## config.mk

```make
export PLATFORM = sky130hd
export DESIGN_NAME = spi_edge_sync
export DESIGN_NICKNAME = d
export VERILOG_FILES = /design/src/rtl/adc128s_spi_model_spi_edge_sync.sv
export SDC_FILE = /design/constraint.sdc
export NUM_CORES = 1
export LEC_CHECK = 0
export CAP_MARGIN = 20
export CORE_AREA = 2 2 39 41
export CTS_CLUSTER_SIZE = 16
export DETAILED_ROUTE_END_ITERATION = 8
export DIE_AREA = 0 0 41 43
export PLACE_DENSITY = 0.37
export SYNTH_ARGS = -nofsm -noshare
export SYNTH_HDL_FRONTEND = slang
export SYNTH_SLANG_ARGS = --single-unit
```

## constraint.sdc

```tcl
create_clock -name clk -period 0.8 [get_ports clk]
set_input_delay 0.16 -clock clk [delete_from_list [all_inputs] [get_ports clk]]
set_output_delay 0.16 -clock clk [all_outputs]
set_load 0.05 [all_outputs]
```

## src/rtl/adc128s_spi_model_spi_edge_sync.sv

```systemverilog
// Brings the asynchronous SPI inputs into the clk domain and detects
// SS_n / SCLK edges one flop behind the synchronized value.
module spi_edge_sync (
   input  logic clk,
   input  logic rst_n,
   input  logic SS_n,
   input  logic SCLK,
   input  logic MOSI,
   output logic ss_fall,
   output logic ss_rise,
   output logic sclk_rise,
   output logic sclk_fall,
   output logic mosi_sync
);

   logic [2:0] ss_q;
   logic [2:0] sclk_q;
   logic [1:0] mosi_q;

   // SS_n flops reset to the idle (deselected) level so release of reset
   // never fabricates a frame start.
   always_ff @(posedge clk) begin
      if (!rst_n) begin
         ss_q   <= 3'b111;
         sclk_q <= 3'b000;
         mosi_q <= 2'b00;
      end else begin
         ss_q   <= {ss_q[1:0], SS_n};
         sclk_q <= {sclk_q[1:0], SCLK};
         mosi_q <= {mosi_q[0], MOSI};
      end
   end

   assign ss_fall   = ~ss_q[1] &  ss_q[2];
   assign ss_rise   =  ss_q[1] & ~ss_q[2];
   assign sclk_rise =  sclk_q[1] & ~sclk_q[2];
   assign sclk_fall = ~sclk_q[1] &  sclk_q[2];
   assign mosi_sync =  mosi_q[1];

endmodule

```

==> metrics.cfg, run 1 <==
[status]
status = complete, but fails checks
violations = setup timing

[clock_network]
post-cts-setup-buffer-count = 0
clk_path_buf_depth = 2
clockRootBuffer = clkbuf_4
clock-sinks = 8
cts_hold_buf = 0
cts.htree.levels = 1
clk_latency_ns = 0.25
clk_pin_slew_ns = 0.05
cts_tree = built
cts_buffers = 3

[timing]
slew_headroom = 0.857
finalSetupTns_ns = -1.10
finalCritPeriodShare = 1.33
hold_viol_final = 0
rsz0062_at_grt = true
fin_skew_ns = 0.000776
timing.final.ws_setup_ns = -0.265
finalSetupViolCount = 5
fin_hold_ws_ns = 0.412
worstMarginPinSlew_ns = 0.214
drv_slew = 0
max_freq_mhz = 939
finalCriticalPeriod_ns = 1.06

[floorplanning]
start_util = 0.170
num_io_pins = 10
dieArea_sq_um = 1760
die_w_microns = 41
die_y_microns = 43
core_sq_um = 1380
rows = 14

[layout]
multi_input_area_sq_um = 105
nets = 39
diodes = 0
syn_to_final_growth_pct = 94.1
nFillCells = 145
seqCellArea_sq_um = 169
drive_gt1_frac = 0.531

[placed_design]
place_congestion = 0.539
portBuffers = 9
place_ws_ns = -0.207

[critical_path]
cp_data_required_time_ns = 0.64
critical_path.max_fanout = 3
path_class = register to output pin
cp-start-kind = register
cp_data_arrival_time_ns = 0.90
worst_setup_path_end_kind = output pin

[yosys]
ys_ff_latch = 8
synth_top_area_cell = dfxtp_1
ys_types = 4
syn-num-nets = 25
synth.area.top_cells = dfxtp_1 68%, and2_1 13%, nor2b_1 11%
yosysTopAreaCellShare = 0.681
yosysSeqAreaShare = 0.681
syn_area_per_cell_sq_um = 11.8
syn_inst = 20
netlist_area_sq_um = 235
yosysWarningCount = 0

[drt]
wl_microns = 341
drt-initial-drc-count = 0
drc = 0
wl_per_cell_microns = 7.10
viasPerCell = 3.46
drtAntennaViolNets = 0
firstDrtPassIters = 1
via_count = 166

[pwr]
power_leakage_nw = 0.188
powerDensity_nw_per_um2 = 1820
ir_drop_mv = 0.586

[global_routing]
grt_max_degree = 9
grt_overflow = 0
groute.usage.overall = 0.0645
antenna_found_initial = 0
grt_pass1_vias = 163
grt_pass1_wl_microns = 621

[worst_hold_path]
hp-class = register to register

[run]
maxCapViolCount = 0

==> Yosys cell counts, drive strengths merged <==
library cell	n
dfxtp	8
and2	5
nor2b	4
nand2b	3
==> per-layer routing <==
metal  wire length, microns  vias up  track usage
met5                      0        -            0
met4                      8        0        0.120
met3                     27        2       0.0314
met2                    182        6       0.0625
met1                    122       73       0.0651
li1                       -       85            -
==> cell type report <==
| type | count | share of cell area |
|---|---|---|
| flip-flops and latches | 8 | 0.370 |
| multi-input cells | 12 | 0.230 |
| repair buffers | 9 | 0.307 |
| well taps | 16 | 0.0438 |
| clock buffers | 3 | 0.0493 |
==> sequential cells by signal, indices dropped and copies added (netlist names) <==
signal	flops
sclk_q	3
mosi_q	2
ss_q	3
==> report_power, final <==
part / internal [mW] / switching (mW)
Sequential: 0.416 / 0.0105
Clock: 0.171 / 0.123
Combinational: 0.0668 / 0.0466
==> logic make-up after synthesis <==
family / count (synthesis) / share of synthesized area
flops: 8 / 0.681
simple gates: 12 / 0.319
==> critical path, cell delays in order, from the launching register on <==
cell and delay [ns]:
dfxtp_2 0.35, nor2b_4 0.17, buf_12 0.14
==> worst paths after layout <==
check	start	to	slack, ns	cells after the start
setup reg to reg	sclk_q[1]$_SDFF_PN0_	sclk_q[2]$_SDFF_PN0_	0.22	1
hold / removal	ss_q[0]$_SDFF_PN1_	ss_q[1]$_SDFF_PN1_	0.41	1
setup / recovery	ss_q[1]$_SDFF_PN1_	ss_rise	-0.26	2
hold reg to reg	ss_q[0]$_SDFF_PN1_	ss_q[1]$_SDFF_PN1_	0.41	1
==> metrics by stage <==
stage                     utilization  total power [mW]  cell area [sq um]  instances
after floorplan                     -             0.486                270         20
after global placement          0.311             0.550                430         45
after detailed placement        0.311             0.551                430         45
after CTS                       0.328             0.858                454         48
after global routing            0.330             0.886                457         48
final                           0.330             0.833                457         48
==> cell usage in the layout, fill, tap and decap left out <==
master           n
nor2b_4          4
and2_1           5
dfxtp_2          4
dfxtp_1          3
clkdlybuf4s50_1  4
buf_12           5
clkbuf_4         3
dfxtp_4          1
nand2b_1         3
==> repair_timing <==
| action | CTS | global route |
|---|---|---|
| gates resized for setup | 1 | 1 |
| gates cloned | 0 | 0 |
| endpoints found under the setup margin | 5 | 5 |
(Power assumes the default switching activity.)
==> inputs of run 2 (changes only) <==
CAP_MARGIN = 10   (was 20)
clock period = 1 ns   (was 0.8 ns; I/O delays follow)
==> run 2 against run 1 <==
Compared with the run above:
- the flow still finishes with violations (setup timing)
- critical path depth did not move
- sequential share of layout area fell by 0.17 points
- cell area fell by 0.27%
- wire length fell by 2.9%
- non-clock buffer count did not move
- global-route usage fell by 2.1 points
- worst hold slack improved by 0.0085 ns
- count of clock-buffer cells in the layout did not move
- sequential power fell by 20%
- combinational power fell by 20%
- largest power group unchanged
- highest routed layer is now met3
==> metrics.cfg, run 2 (synthesis results as in run 1) <==
[status]
status = complete, but fails checks
violations = setup timing

[timing]
drv_slew = 0
fin_skew_ns = 0.00323
worstMarginPinSlew_ns = 0.203
fin_hold_ws_ns = 0.421
timing.final.ws_setup_ns = -0.114
finalCritPeriodShare = 1.11
finalSetupViolCount = 4
hold_viol_final = 0
finalSetupTns_ns = -0.399
rsz0062_at_grt = true
max_freq_mhz = 898
finalCriticalPeriod_ns = 1.11
slew_headroom = 0.864

[floorplanning]
num_io_pins = 10
die_w_microns = 41
die_y_microns = 43
dieArea_sq_um = 1760
start_util = 0.170
core_sq_um = 1380
rows = 14

[drt]
firstDrtPassIters = 2
drt-initial-drc-count = 3
viasPerCell = 3.33
drtAntennaViolNets = 0
wl_per_cell_microns = 6.90
drc = 0
via_count = 160
wl_microns = 331

[clock_network]
clk_pin_slew_ns = 0.05
cts_buffers = 3
cts_hold_buf = 0
clockRootBuffer = clkbuf_4
cts_tree = built
clk_latency_ns = 0.25
clk_path_buf_depth = 2
clock-sinks = 8
cts.htree.levels = 1

[placed_design]
place_ws_ns = -0.0255
place_congestion = 0.553
place_inst = 45
portBuffers = 9

[pwr]
finalPower_uw = 670
ir_drop_mv = 0.565
p_sw_frac = 0.221
powerDensity_nw_per_um2 = 1470
power_frac_comb = 0.135
power_frac_seq = 0.508
p_int_uw = 522
power_frac_clock = 0.357
switching_power_uw = 148
power_leakage_nw = 0.187

[critical_path]
cpMaxStageDelayCell = dfxtp_2
path_class = register to output pin
cp_data_required_time_ns = 0.80
ff2ff_setup_slack_ns = 0.42
r2r-start = sclk_q[1]$_SDFF_PN0_
reg2regPathDepth = 1
worst_setup_path_end_kind = output pin
critical_path.max_fanout = 3
r2r_end = sclk_q[2]$_SDFF_PN0_
cp_data_arrival_time_ns = 0.91
cp-start-kind = register
cp_cell_sequence = nor2b_4 > buf_12
worst_path_largest_cell_delay_ns = 0.36
critPathCapture = ss_rise
setup.worst_path.start = ss_q[1]$_SDFF_PN1_

[global_routing]
groute.usage.overall = 0.0433
grt_overflow = 0
grt_pass1_vias = 120
grt_pass1_wl_microns = 469
antenna_found_initial = 0
grt_max_degree = 9

[worst_hold_path]
min-delay-start = ss_q[0]$_SDFF_PN1_
hp-class = register to register

[layout]
nets = 39
top_regs = sclk_q: 3 flops, ss_q: 3 flops, mosi_q: 2 flops
syn_to_final_growth_pct = 93.6
drive_gt1_frac = 0.500
diodes = 0
final_cell_mix = 5 x and2_1, 5 x buf_12, 4 x nor2b_4, 4 x clkdlybuf4s50_1, 4 x dfxtp_1
instances_no_fill = 48

[run]
maxCapViolCount = 0

==> run 2: cell types whose count changed in the layout (fill, tap and decap cells not counted) <==
| cell | previous run | this run |
|---|---|---|
| dfxtp_1 | 3 | 4 |
| dfxtp_2 | 4 | 3 |
==> run 2: per-layer routing <==
metal	global-route usage	part of all wire	up-vias
li1	-	-	84
met1	0.0680	0.44	67
met2	0.0313	0.44	9
met3	0.0157	0.12	0
met4	0.0600	0	0
met5	0	0	-
==> run 2: timing repair <==
action / CTS / global route
resized for setup: 12 / 1
pin swaps: 0 / 0
buffers inserted: 0 / 0
setup endpoints to repair: 4 / 4
==> run 2: stage by stage <==
stage           util  instance area [sq um]
5_1_grt        0.329                    455
3_3_place_gp   0.286                    395
4_1_cts        0.327                    453
2_1_floorplan      -                    235
6_report       0.329                    455
3_5_place_dp   0.286                    395
==> run 2: power groups by stage <==
stage                     Sequential (mW)  Combinational [mW]  Clock [mW]
final                               0.341              0.0906       0.239
after global routing                0.342              0.0956       0.261
after CTS                           0.343              0.0914       0.250
after detailed placement            0.345              0.0857           0
after global placement              0.344              0.0851           0
after floorplan                     0.348              0.0311           0
==> run 2: area by class of cell <==
type                    instances  area [sq um]
clock buffers                   3          22.5
well taps                      16          20.0
flip-flops and latches          8           168
multi-input cells              12           105
fillers                       142           928
repair buffers                  9           140
==> run 2: critical path: cells and delay by family (launching register included) <==
family	cells	cell delay, ns
buffers and inverters	1	0.14
and+or+nand+nor	1	0.17
DFF	1	0.36
==> run 2: how the worst min path moves through the flow <==
stage	endpoint	depth (start not counted)
after detailed placement	ss_q[1]$_SDFF_PN1_	1
after global routing	ss_q[1]$_SDFF_PN1_	1
after global placement	ss_q[1]$_SDFF_PN1_	1
final	ss_q[1]$_SDFF_PN1_	1
after CTS	ss_q[1]$_SDFF_PN1_	1
after floorplan	ss_q[0]$_SDFF_PN1_	1
==> inputs of run 3 (changes only) <==
GPL_TIMING_DRIVEN = 0   (was unset)
==> run 3 against run 2 <==
Compared with the run above:
- clock power fell by 3%
- die area did not move
- total power fell by 3.4%
- highest routed layer unchanged
- sequential share of layout area rose by 4.0 points
- critical endpoint unchanged
- non-clock buffer count did not move
- wire length rose by 0.60%
- the flow still finishes with violations (setup timing)
- sequential power barely moved
- largest cell class unchanged
- critical path depth did not move
==> metrics.cfg, run 3 (synthesis results as in run 1) <==
[status]
status = complete, but fails checks
violations = setup timing

[critical_path]
cp_data_arrival_time_ns = 0.90
cp_data_required_time_ns = 0.80
worst_setup_path_end_kind = output pin
critical_path.max_fanout = 3
cp-start-kind = register
path_class = register to output pin

[layout]
syn_to_final_growth_pct = 74.5
diodes = 0
top_regs = sclk_q: 3 flops, ss_q: 3 flops, mosi_q: 2 flops
instances_no_fill = 48
nFillCells = 145
final_cell_mix = 5 x and2_1, 4 x clkdlybuf4s50_1, 4 x dfxtp_1
nets = 39
drive_gt1_frac = 0.500
final_common_cell = and2_1

[clock_network]
clk_latency_ns = 0.24
clk_path_buf_depth = 2
clock-sinks = 8
clk_pin_slew_ns = 0.05
cts.htree.levels = 1
cts_hold_buf = 0
clockRootBuffer = clkbuf_4
cts_tree = built
cts_buffers = 3
post-cts-setup-buffer-count = 0

[pwr]
ir_drop_mv = 0.535
power_frac_seq = 0.523
p_sw_frac = 0.213
power_frac_comb = 0.119
switching_power_uw = 138
p_int_uw = 509
powerDensity_nw_per_um2 = 1580
power_leakage_nw = 0.177
power_frac_clock = 0.358
finalPower_uw = 647

[drt]
via_count = 167
drt-initial-drc-count = 4
firstDrtPassIters = 2
drtAntennaViolNets = 0
wl_per_cell_microns = 6.94
wl_microns = 333
drc = 0
viasPerCell = 3.48

[placed_design]
portBuffers = 9
place_inst = 45
place_ws_ns = -0.462
place_congestion = 0.516

[timing]
fin_skew_ns = 0.00379
finalCriticalPeriod_ns = 1.10
drv_slew = 0
max_freq_mhz = 911
finalCritPeriodShare = 1.10
hold_viol_final = 0
timing.final.ws_setup_ns = -0.0978
finalSetupViolCount = 4
worstMarginPinSlew_ns = 0.225
rsz0062_at_grt = true
slew_headroom = 0.849

[run]
maxCapViolCount = 0

[worst_hold_path]
hp-class = register to register

[floorplanning]
rows = 14
start_util = 0.170
core_sq_um = 1380
dieArea_sq_um = 1760
die_y_microns = 43
num_io_pins = 10
die_w_microns = 41

[global_routing]
grt_pass1_vias = 161
grt_pass1_wl_microns = 558
grt_overflow = 0
antenna_found_initial = 0
grt_max_degree = 9
groute.usage.overall = 0.0503

## run 3: power groups by stage
stage	combinational, mW	sequential, mW	clock, mW
2_1_floorplan	0.0311	0.348	0
3_3_place_gp	0.0677	0.343	0
3_5_place_dp	0.0686	0.343	0
4_1_cts	0.0733	0.339	0.242
5_1_grt	0.0827	0.340	0.262
6_report	0.0770	0.339	0.232
## run 3: path summary, 6_finish.rpt
| kind | startpoint | cells past startpoint | to | slack, ns |
|---|---|---|---|---|
| hold reg to reg | ss_q[0]$_SDFF_PN1_ | 1 | ss_q[1]$_SDFF_PN1_ | 0.40 |
| setup / recovery | ss_q[1]$_SDFF_PN1_ | 2 | ss_rise | -0.1 |
| setup reg to reg | ss_q[1]$_SDFF_PN1_ | 1 | ss_q[2]$_SDFF_PN1_ | 0.41 |
| hold / removal | ss_q[0]$_SDFF_PN1_ | 1 | ss_q[1]$_SDFF_PN1_ | 0.40 |
## run 3: timing repair
action                                 in CTS  in global routing
resized for setup                          42                  6
endpoints found under the hold margin       0                  0
setup endpoints to repair                   5                  4
## run 3: per-layer routing
metal  global-route usage  vias up  part of all wire
met5                    0        -                 0
met4               0.0400        0                 0
met3               0.0314        0              0.12
met2               0.0625        9              0.43
met1               0.0583       71              0.44
li1                     -       87                 -
## run 3: critical path: stages (launching register included)
cell,delay (ns)
dfxtp_4,0.36
nor2b_4,0.15
buf_8,0.15
## run 3: per-stage QoR
step | area (sq um) | TNS [ns] | hold slack (ns) | util
floorplan | 235 | -0.902 | 0.273 | -
global placement | 345 | -2.11 | 0.389 | 0.250
detailed placement | 345 | -2.27 | 0.394 | 0.250
CTS | 389 | -0.373 | 0.406 | 0.281
global route | 410 | -0.495 | 0.427 | 0.297
finish | 410 | -0.356 | 0.403 | 0.297
## run 3: cell type report
class | instances | area (sq um) | area share
clock buffer | 3 | 22.5 | 0.0549
multi-input combinational | 12 | 100 | 0.244
sequential | 8 | 168 | 0.409
tap | 16 | 20.0 | 0.0488
timing repair buffer | 9 | 100 | 0.244
